==> config.mk <==
export PLATFORM = sky130hd
export DESIGN_NAME = os_receiver
export DESIGN_NICKNAME = d
export VERILOG_FILES = /design/src/rtl/os_receiver.sv
export SDC_FILE = /design/constraint.sdc
export NUM_CORES = 2
export LEC_CHECK = 0
export CAP_MARGIN = 5
export CORE_MARGIN = 10
export CORE_UTILIZATION = 54
export CTS_CLUSTER_DIAMETER = 60
export DETAILED_ROUTE_END_ITERATION = 10
export PLACE_DENSITY = 0.84
export SLEW_MARGIN = 10
export SYNTH_ARGS = -nofsm -noshare
export SYNTH_HDL_FRONTEND = slang
export SYNTH_SLANG_ARGS = --single-unit
==> constraint.sdc <==
create_clock -name clk_i -period 2.9 [get_ports clk_i]
set_input_delay 0.58 -clock clk_i [delete_from_list [all_inputs] [get_ports clk_i]]
set_output_delay 0.58 -clock clk_i [all_outputs]
set_load 0.05 [all_outputs]
==> src/rtl/os_receiver.sv <==
// os_receiver: receive-side ordered-set parser.
// Classifies SKP / EIOS from single-beat sets and TS1 / TS2 from four-beat
// sets across all lanes, keeps the last good TS per lane, and tracks runs of
// identical TS sets and of logical-IDLE beats for the LTSSM.
module os_receiver #(
    parameter int MAX_NUM_LANES = 4,
    parameter int DATA_WIDTH    = 32,
    parameter int KEEP_WIDTH    = DATA_WIDTH/8,
    parameter int USER_WIDTH    = 4
) (
    input  logic                                  clk_i,
    input  logic                                  rst_n_i,
    input  logic [DATA_WIDTH*MAX_NUM_LANES-1:0]   s_axis_tdata,
    input  logic [KEEP_WIDTH*MAX_NUM_LANES-1:0]   s_axis_tkeep,
    input  logic                                  s_axis_tvalid,
    input  logic                                  s_axis_tlast,
    input  logic [USER_WIDTH*MAX_NUM_LANES-1:0]   s_axis_tuser,
    output logic                                  s_axis_tready,
    output logic                                  os_valid_o,
    output logic                                  ts1_det_o,
    output logic                                  ts2_det_o,
    output logic                                  eios_det_o,
    output logic                                  skp_det_o,
    output logic [128*MAX_NUM_LANES-1:0]          ts_lane_o,
    output logic [7:0]                            consec_cnt_o,
    output logic [7:0]                            idle_cnt_o,
    output logic                                  os_err_o
);

    // state      | meaning
    // ST_IDLE    | waiting for a COM; SKP/EIOS decoded here, IDLE beats counted
    // ST_COLLECT | storing beats 1..3 of a TS into the lane buffers
    // ST_CHECK   | one cycle: classify buffered TS, update outputs
    typedef enum logic [1:0] {
        ST_IDLE    = 2'd0,
        ST_COLLECT = 2'd1,
        ST_CHECK   = 2'd2
    } state_t;

    localparam int LANES = MAX_NUM_LANES;
    localparam int SYMS  = DATA_WIDTH/8;
    localparam int SET_W = 128;

    localparam logic [7:0] SYM_COM = 8'hBC;
    localparam logic [7:0] SYM_SKP = 8'h1C;
    localparam logic [7:0] SYM_IDL = 8'h7C;
    localparam logic [7:0] TS1_ID  = 8'h4A;
    localparam logic [7:0] TS2_ID  = 8'h45;

    state_t                   state_q;
    logic [1:0]               beat_cnt_q;
    logic [SET_W*LANES-1:0]   buf_q;
    logic [LANES-1:0]         kerr_q;
    logic                     ready_q;
    logic                     prev_vld_q;

    logic                     beat_acc;
    logic                     lane0_com;
    logic                     all_skp;
    logic                     all_eios;
    logic                     all_idle;
    logic [LANES-1:0]         beat_kid;
    logic [7:0]               sym_b;
    logic                     k_b;

    logic [LANES-1:0]         lane_ts1;
    logic [LANES-1:0]         lane_ts2;
    logic                     all_ts1;
    logic                     all_ts2;
    logic                     same_prev;
    logic [7:0]               sym_c;
    logic [7:0]               consec_inc;

    // An all-zero keep beat is treated as if it never arrived.
    assign beat_acc      = s_axis_tvalid & ready_q & (|s_axis_tkeep);
    assign s_axis_tready = ready_q;

    // Decode the beat currently on the bus.
    always_comb begin
        lane0_com = (s_axis_tdata[7:0] == SYM_COM) && s_axis_tuser[0];
        all_skp   = 1'b1;
        all_eios  = 1'b1;
        all_idle  = 1'b1;
        beat_kid  = '0;
        sym_b     = '0;
        k_b       = 1'b0;
        for (int i = 0; i < LANES; i++) begin
            for (int j = 0; j < SYMS; j++) begin
                sym_b = s_axis_tdata[DATA_WIDTH*i + 8*j +: 8];
                k_b   = s_axis_tuser[USER_WIDTH*i + j];
                if (j == 0) begin
                    if (!(sym_b == SYM_COM && k_b)) begin
                        all_skp  = 1'b0;
                        all_eios = 1'b0;
                    end
                end else begin
                    if (!(sym_b == SYM_SKP && k_b)) all_skp  = 1'b0;
                    if (!(sym_b == SYM_IDL && k_b)) all_eios = 1'b0;
                end
                if (sym_b != 8'h00 || k_b) all_idle = 1'b0;
                // A K flag anywhere in the identifier field (sym 6..15) spoils the TS.
                if (k_b && (SYMS*int'(beat_cnt_q) + j >= 6)) beat_kid[i] = 1'b1;
            end
        end
    end

    // Classify the buffered set: sym 6..15 of every lane must be one identifier.
    always_comb begin
        lane_ts1 = '1;
        lane_ts2 = '1;
        sym_c    = '0;
        for (int i = 0; i < LANES; i++) begin
            if (kerr_q[i]) begin
                lane_ts1[i] = 1'b0;
                lane_ts2[i] = 1'b0;
            end
            for (int s = 6; s < 16; s++) begin
                sym_c = buf_q[SET_W*i + 8*s +: 8];
                if (sym_c != TS1_ID) lane_ts1[i] = 1'b0;
                if (sym_c != TS2_ID) lane_ts2[i] = 1'b0;
            end
        end
        all_ts1    = &lane_ts1;
        all_ts2    = &lane_ts2;
        // Lane 0 of the held TS is by construction the previous good TS.
        same_prev  = prev_vld_q && (buf_q[SET_W-1:8] == ts_lane_o[SET_W-1:8]);
        consec_inc = (consec_cnt_o == 8'hFF) ? 8'hFF : consec_cnt_o + 8'd1;
    end

    // Main FSM with registered pulse and counter outputs.
    always_ff @(posedge clk_i or negedge rst_n_i) begin
        if (!rst_n_i) begin
            state_q      <= ST_IDLE;
            beat_cnt_q   <= '0;
            buf_q        <= '0;
            kerr_q       <= '0;
            ready_q      <= 1'b0;
            prev_vld_q   <= 1'b0;
            os_valid_o   <= 1'b0;
            ts1_det_o    <= 1'b0;
            ts2_det_o    <= 1'b0;
            eios_det_o   <= 1'b0;
            skp_det_o    <= 1'b0;
            os_err_o     <= 1'b0;
            ts_lane_o    <= '0;
            consec_cnt_o <= '0;
            idle_cnt_o   <= '0;
        end else begin
            ready_q    <= 1'b1;
            os_valid_o <= 1'b0;
            ts1_det_o  <= 1'b0;
            ts2_det_o  <= 1'b0;
            eios_det_o <= 1'b0;
            skp_det_o  <= 1'b0;
            os_err_o   <= 1'b0;

            case (state_q)
                ST_IDLE: begin
                    if (beat_acc) begin
                        if (!lane0_com) begin
                            if (all_idle) begin
                                if (idle_cnt_o != 8'hFF) idle_cnt_o <= idle_cnt_o + 8'd1;
                            end else begin
                                idle_cnt_o <= '0;
                            end
                        end else begin
                            idle_cnt_o <= '0;
                            if (all_skp && s_axis_tlast) begin
                                os_valid_o <= 1'b1;
                                skp_det_o  <= 1'b1;
                            end else if (all_eios && s_axis_tlast) begin
                                os_valid_o <= 1'b1;
                                eios_det_o <= 1'b1;
                            end else if (s_axis_tlast) begin
                                // single-beat COM set that is neither SKP nor EIOS
                                os_err_o     <= 1'b1;
                                consec_cnt_o <= '0;
                            end else begin
                                for (int i = 0; i < LANES; i++) begin
                                    buf_q[SET_W*i +: DATA_WIDTH] <= s_axis_tdata[DATA_WIDTH*i +: DATA_WIDTH];
                                end
                                kerr_q     <= '0;
                                beat_cnt_q <= 2'd1;
                                state_q    <= ST_COLLECT;
                            end
                        end
                    end
                end

                ST_COLLECT: begin
                    if (beat_acc) begin
                        for (int i = 0; i < LANES; i++) begin
                            buf_q[SET_W*i + DATA_WIDTH*int'(beat_cnt_q) +: DATA_WIDTH]
                                <= s_axis_tdata[DATA_WIDTH*i +: DATA_WIDTH];
                            if (beat_kid[i]) kerr_q[i] <= 1'b1;
                        end
                        if (beat_cnt_q == 2'd3) begin
                            beat_cnt_q <= '0;
                            if (s_axis_tlast) begin
                                state_q <= ST_CHECK;
                            end else begin
                                os_err_o     <= 1'b1;
                                consec_cnt_o <= '0;
                                state_q      <= ST_IDLE;
                            end
                        end else if (s_axis_tlast) begin
                            os_err_o     <= 1'b1;
                            consec_cnt_o <= '0;
                            beat_cnt_q   <= '0;
                            state_q      <= ST_IDLE;
                        end else begin
                            beat_cnt_q <= beat_cnt_q + 2'd1;
                        end
                    end
                end

                ST_CHECK: begin
                    state_q    <= ST_IDLE;
                    beat_cnt_q <= '0;
                    if (beat_acc || !(all_ts1 || all_ts2)) begin
                        // a beat landing during the check cycle, or a bad/mixed set
                        os_err_o     <= 1'b1;
                        consec_cnt_o <= '0;
                    end else begin
                        ts_lane_o    <= buf_q;
                        prev_vld_q   <= 1'b1;
                        os_valid_o   <= 1'b1;
                        ts1_det_o    <= all_ts1;
                        ts2_det_o    <= all_ts2;
                        consec_cnt_o <= same_prev ? consec_inc : 8'd1;
                    end
                end

                default: begin
                    state_q    <= ST_IDLE;
                    beat_cnt_q <= '0;
                end
            endcase
        end
    end

endmodule

==> results.py <==
metrics = {
    "critical_path": {
        "reg2regPathDepth": 8,
        "arrival_ps": 3510,
        "r2r-end": "ts_lane_o[207]",
        "r2r_slack_ps": -60,
        "criticalPathCategory": "flip-flop to flip-flop",
        "cp_max_fo": 109,
        "cp-start-kind": "flip-flop",
        "r2r-start": "buf_q[99]",
        "cp.required_ps": 3450,
        "critPathCaptureType": "flip-flop",
    },
    "cells_and_area": {
        "multi_input_area_um2": 17200,
        "num-fill-cells": 5487,
        "area_delta_synth_final_pct": 35.5,
        "finalCoreUtilization_pct": 74.1,
        "drive_gt1_share_pct": 14.0,
        "seqCellArea_um2": 26400,
        "final_nets": 5662,
    },
    "floorplan": {
        "dieWidth_um": 309,
        "die-area_um2": 95300,
        "start_util_pct": 54.6,
        "core_area_um2": 82400,
        "die_h_um": 309,
        "fp-row-count": 105,
        "ioPinCount": 699,
    },
    "synthesis": {
        "ys.flop_type": "dfrtp_1",
        "synth_area_um2": 45000,
        "yosys_warnings": 0,
        "synth-edff-count": 0,
        "synth-seq-cells": 1056,
        "synth_cells": 4504,
        "ys_types": 71,
        "ys_async_sr_fraction_pct": 100,
        "yosysSeqAreaShare_pct": 58.7,
        "avgSynthCellArea_um2": 9.99,
        "synthesis.nets": 4684,
    },
    "cts": {
        "cts_root_buf": "clkbuf_16",
        "cts_tree": "built",
        "numCtsBuffers": 108,
        "cts.sinks": 1056,
        "clk_latency_ps": 700,
        "clkSlewWorstSetupHoldPaths_ps": 60,
        "ctsHtreeMaxLevel": 3,
        "clockBufferDepth": 3,
    },
    "global_route": {
        "grt_max_degree": 120,
        "grt_pass1_wl_mm": 279,
        "grt_pass1_vias": 40900,
        "grt_usage_pct": 39.7,
        "antenna_found_initial": 22,
        "overflow": 0,
    },
    "timing": {
        "period_share_pct": 102,
        "fin_ws_ps": -62.3,
        "hold_viol": 0,
        "rsz0062_at_grt": "true",
        "setup_viol": 113,
        "period_minus_slack_ps": 2960,
        "worst_pin_slew_ps": 725,
        "max_freq_mhz": 338,
        "slew_headroom_pct": 51.6,
        "slew_viol_final": 0,
        "fin_skew_ps": 40.0,
    },
    "routing": {
        "dr.pass1.iters": 8,
        "drtIter0Drc": 6486,
        "routed_wl_mm": 196,
        "viasPerCell": 6.31,
        "route.detailed.drc": 0,
        "vias": 42000,
        "wire_per_inst_um": 29.4,
        "ant_nets": 0,
    },
    "outcome": {
        "status": "complete, but fails checks",
        "violations": "setup timing",
    },
    "place": {
        "gp_routability_congestion": 1.04,
        "portBuffers": 698,
        "hpwl_mm": 143,
    },
    "flow_run": {
        "cap_violations": 0,
    },
    "power": {
        "vdd_drop_max_uv": 522,
        "power.density_nw_per_um2": 621,
        "p_total_mw": 37.9,
        "leakage_nw": 28.8,
    },
    "min_path": {
        "hp-class": "primary input to async pin",
    },
}
## timing repair
item,in CTS,in global routing
setup buffers,4,2
hold buffers,1,0
endpoints found under the setup margin,273,439
cloned,0,1
pin swaps,0,4
hold endpoints to repair,24,0
gates resized for setup,10,25
## flip-flops by register name, summed over array words and instances (netlist names), 2 cells and up
register	count
beat_cnt_q	2
buf_q	512
consec_cnt_o	8
idle_cnt_o	8
kerr_q	4
state_q	2
ts_lane_o	512
## routing by layer
layer / wire, um / vias up / track usage, %
met5: 164 / - / 0
li1: - / 17500 / -
met2: 85300 / 3040 / 58.9
met1: 67500 / 20600 / 48.4
met4: 15200 / 16 / 25.3
met3: 27800 / 839 / 15.2
## critical path, cell delays in order (launching register included)
cell and delay, ps:
dfrtp_1 510, nand4b_1 340, or4_1 540, nor3_1 170, nand4_1 130, buf_4 190, a21o_4 350, buf_12 230
and2_1 260
## worst max path at each step
stage                       to              start  cells past startpoint  slack [ps]
3_5_place_dp   consec_cnt_o[7]   s_axis_tdata[33]                     10        -840
4_1_cts         ts_lane_o[160]         buf_q[195]                     13          10
2_1_floorplan       buf_q[162]      beat_cnt_q[0]                     10         310
5_1_grt        consec_cnt_o[0]          buf_q[90]                      8         -60
6_report        ts_lane_o[207]          buf_q[99]                      8         -60
3_3_place_gp   consec_cnt_o[4]  s_axis_tdata[102]                     11        -950
## power by group
part           switching [mW]  leakage [nW]  internal (mW)
clock network            6.27          1.85           8.66
registers               0.871          14.6           15.8
logic                    4.00          12.4           2.34
## layout make-up
cell class | instances | share of cell area [%]
diodes | 23 | 0.0943
clock buffers | 155 | 5.15
clock inverters | 46 | 1.07
inverters | 43 | 0.265
multi-input cells | 3047 | 28.2
flip-flops and latches | 1056 | 43.3
well taps | 1070 | 2.19
repair buffers | 1226 | 19.7
## cells in the mapped netlist (all sizes together) (2+ instances only)
cell type	instances	area (um2)
or4b	2	20.0
buf	128	659
o22ai	5	31.3
a22o	97	850
xor2	22	193
nand4b	3	26.3
or3	4	25.0
ha	16	200
a41oi	6	60.1
nand4	98	628
nor2	47	176
or4	2	15.0
a21oi	40	204
nand3b	3	22.5
dfrtp	1056	26400
a31oi	3	25.0
nor3	16	96.4
inv	42	158
a2111o	6	67.6
and4b	14	140
nor2b	47	294
nor4	84	568
nand3	13	70.1
a21o	83	623
nand2b	84	526
xnor2	57	499
and2	125	782
clkbuf	230	863
o221ai	5	43.8
nand2	1322	4960
a211o	2	17.5
nor4bb	65	651
and4bb	6	75.1
and3	7	43.8
o31ai	64	480
o2111ai	14	123
a22oi	233	1750
and4	2	17.5
o21ai	377	1890
mux2	2	22.5
nor4b	58	539
## cell usage in the layout, fill, tap and decap left out, types with 78 or more instances in the layout
cell type | netlist | final
a21o_1 | 83 | 82
a22o_1 | 97 | 97
a22oi_1 | 233 | 233
and2_1 | 124 | 123
buf_12 | 0 | 78
buf_4 | 1 | 444
clkbuf_16 | 0 | 110
clkdlybuf4s50_1 | 0 | 695
dfrtp_1 | 1056 | 1053
nand2_1 | 1321 | 1317
nand2b_1 | 84 | 83
nand4_1 | 97 | 97
o21ai_0 | 358 | 358
## cells by family after synthesis
kind of cell	after synthesis	synth area share [%]
adders and majority gates	16	0.445
other	1	0.00833
buffers and inverters	401	3.74
and+or+nand+nor	2005	21.6
DFF	1056	58.7
AOI/OAI and AO/OA	944	13.9
muxes	2	0.0500
xor gates and xnor gates	79	1.54
## through the flow
stage                     area (um2)  instances  setup WS (ps)  hold WS (ps)  setup TNS (ps)
final                          61000       6666          -62.3           373           -2200
after global routing           61000       6653          -59.1           392            -979
after CTS                      60800       6640           12.9           385               0
after detailed placement       56900       6434           -840           451         -218290
after global placement         56900       6434           -955           449         -182120
after floorplan                45000       4504            308           284               0
Note: power is estimated with default switching activity, not from simulation.
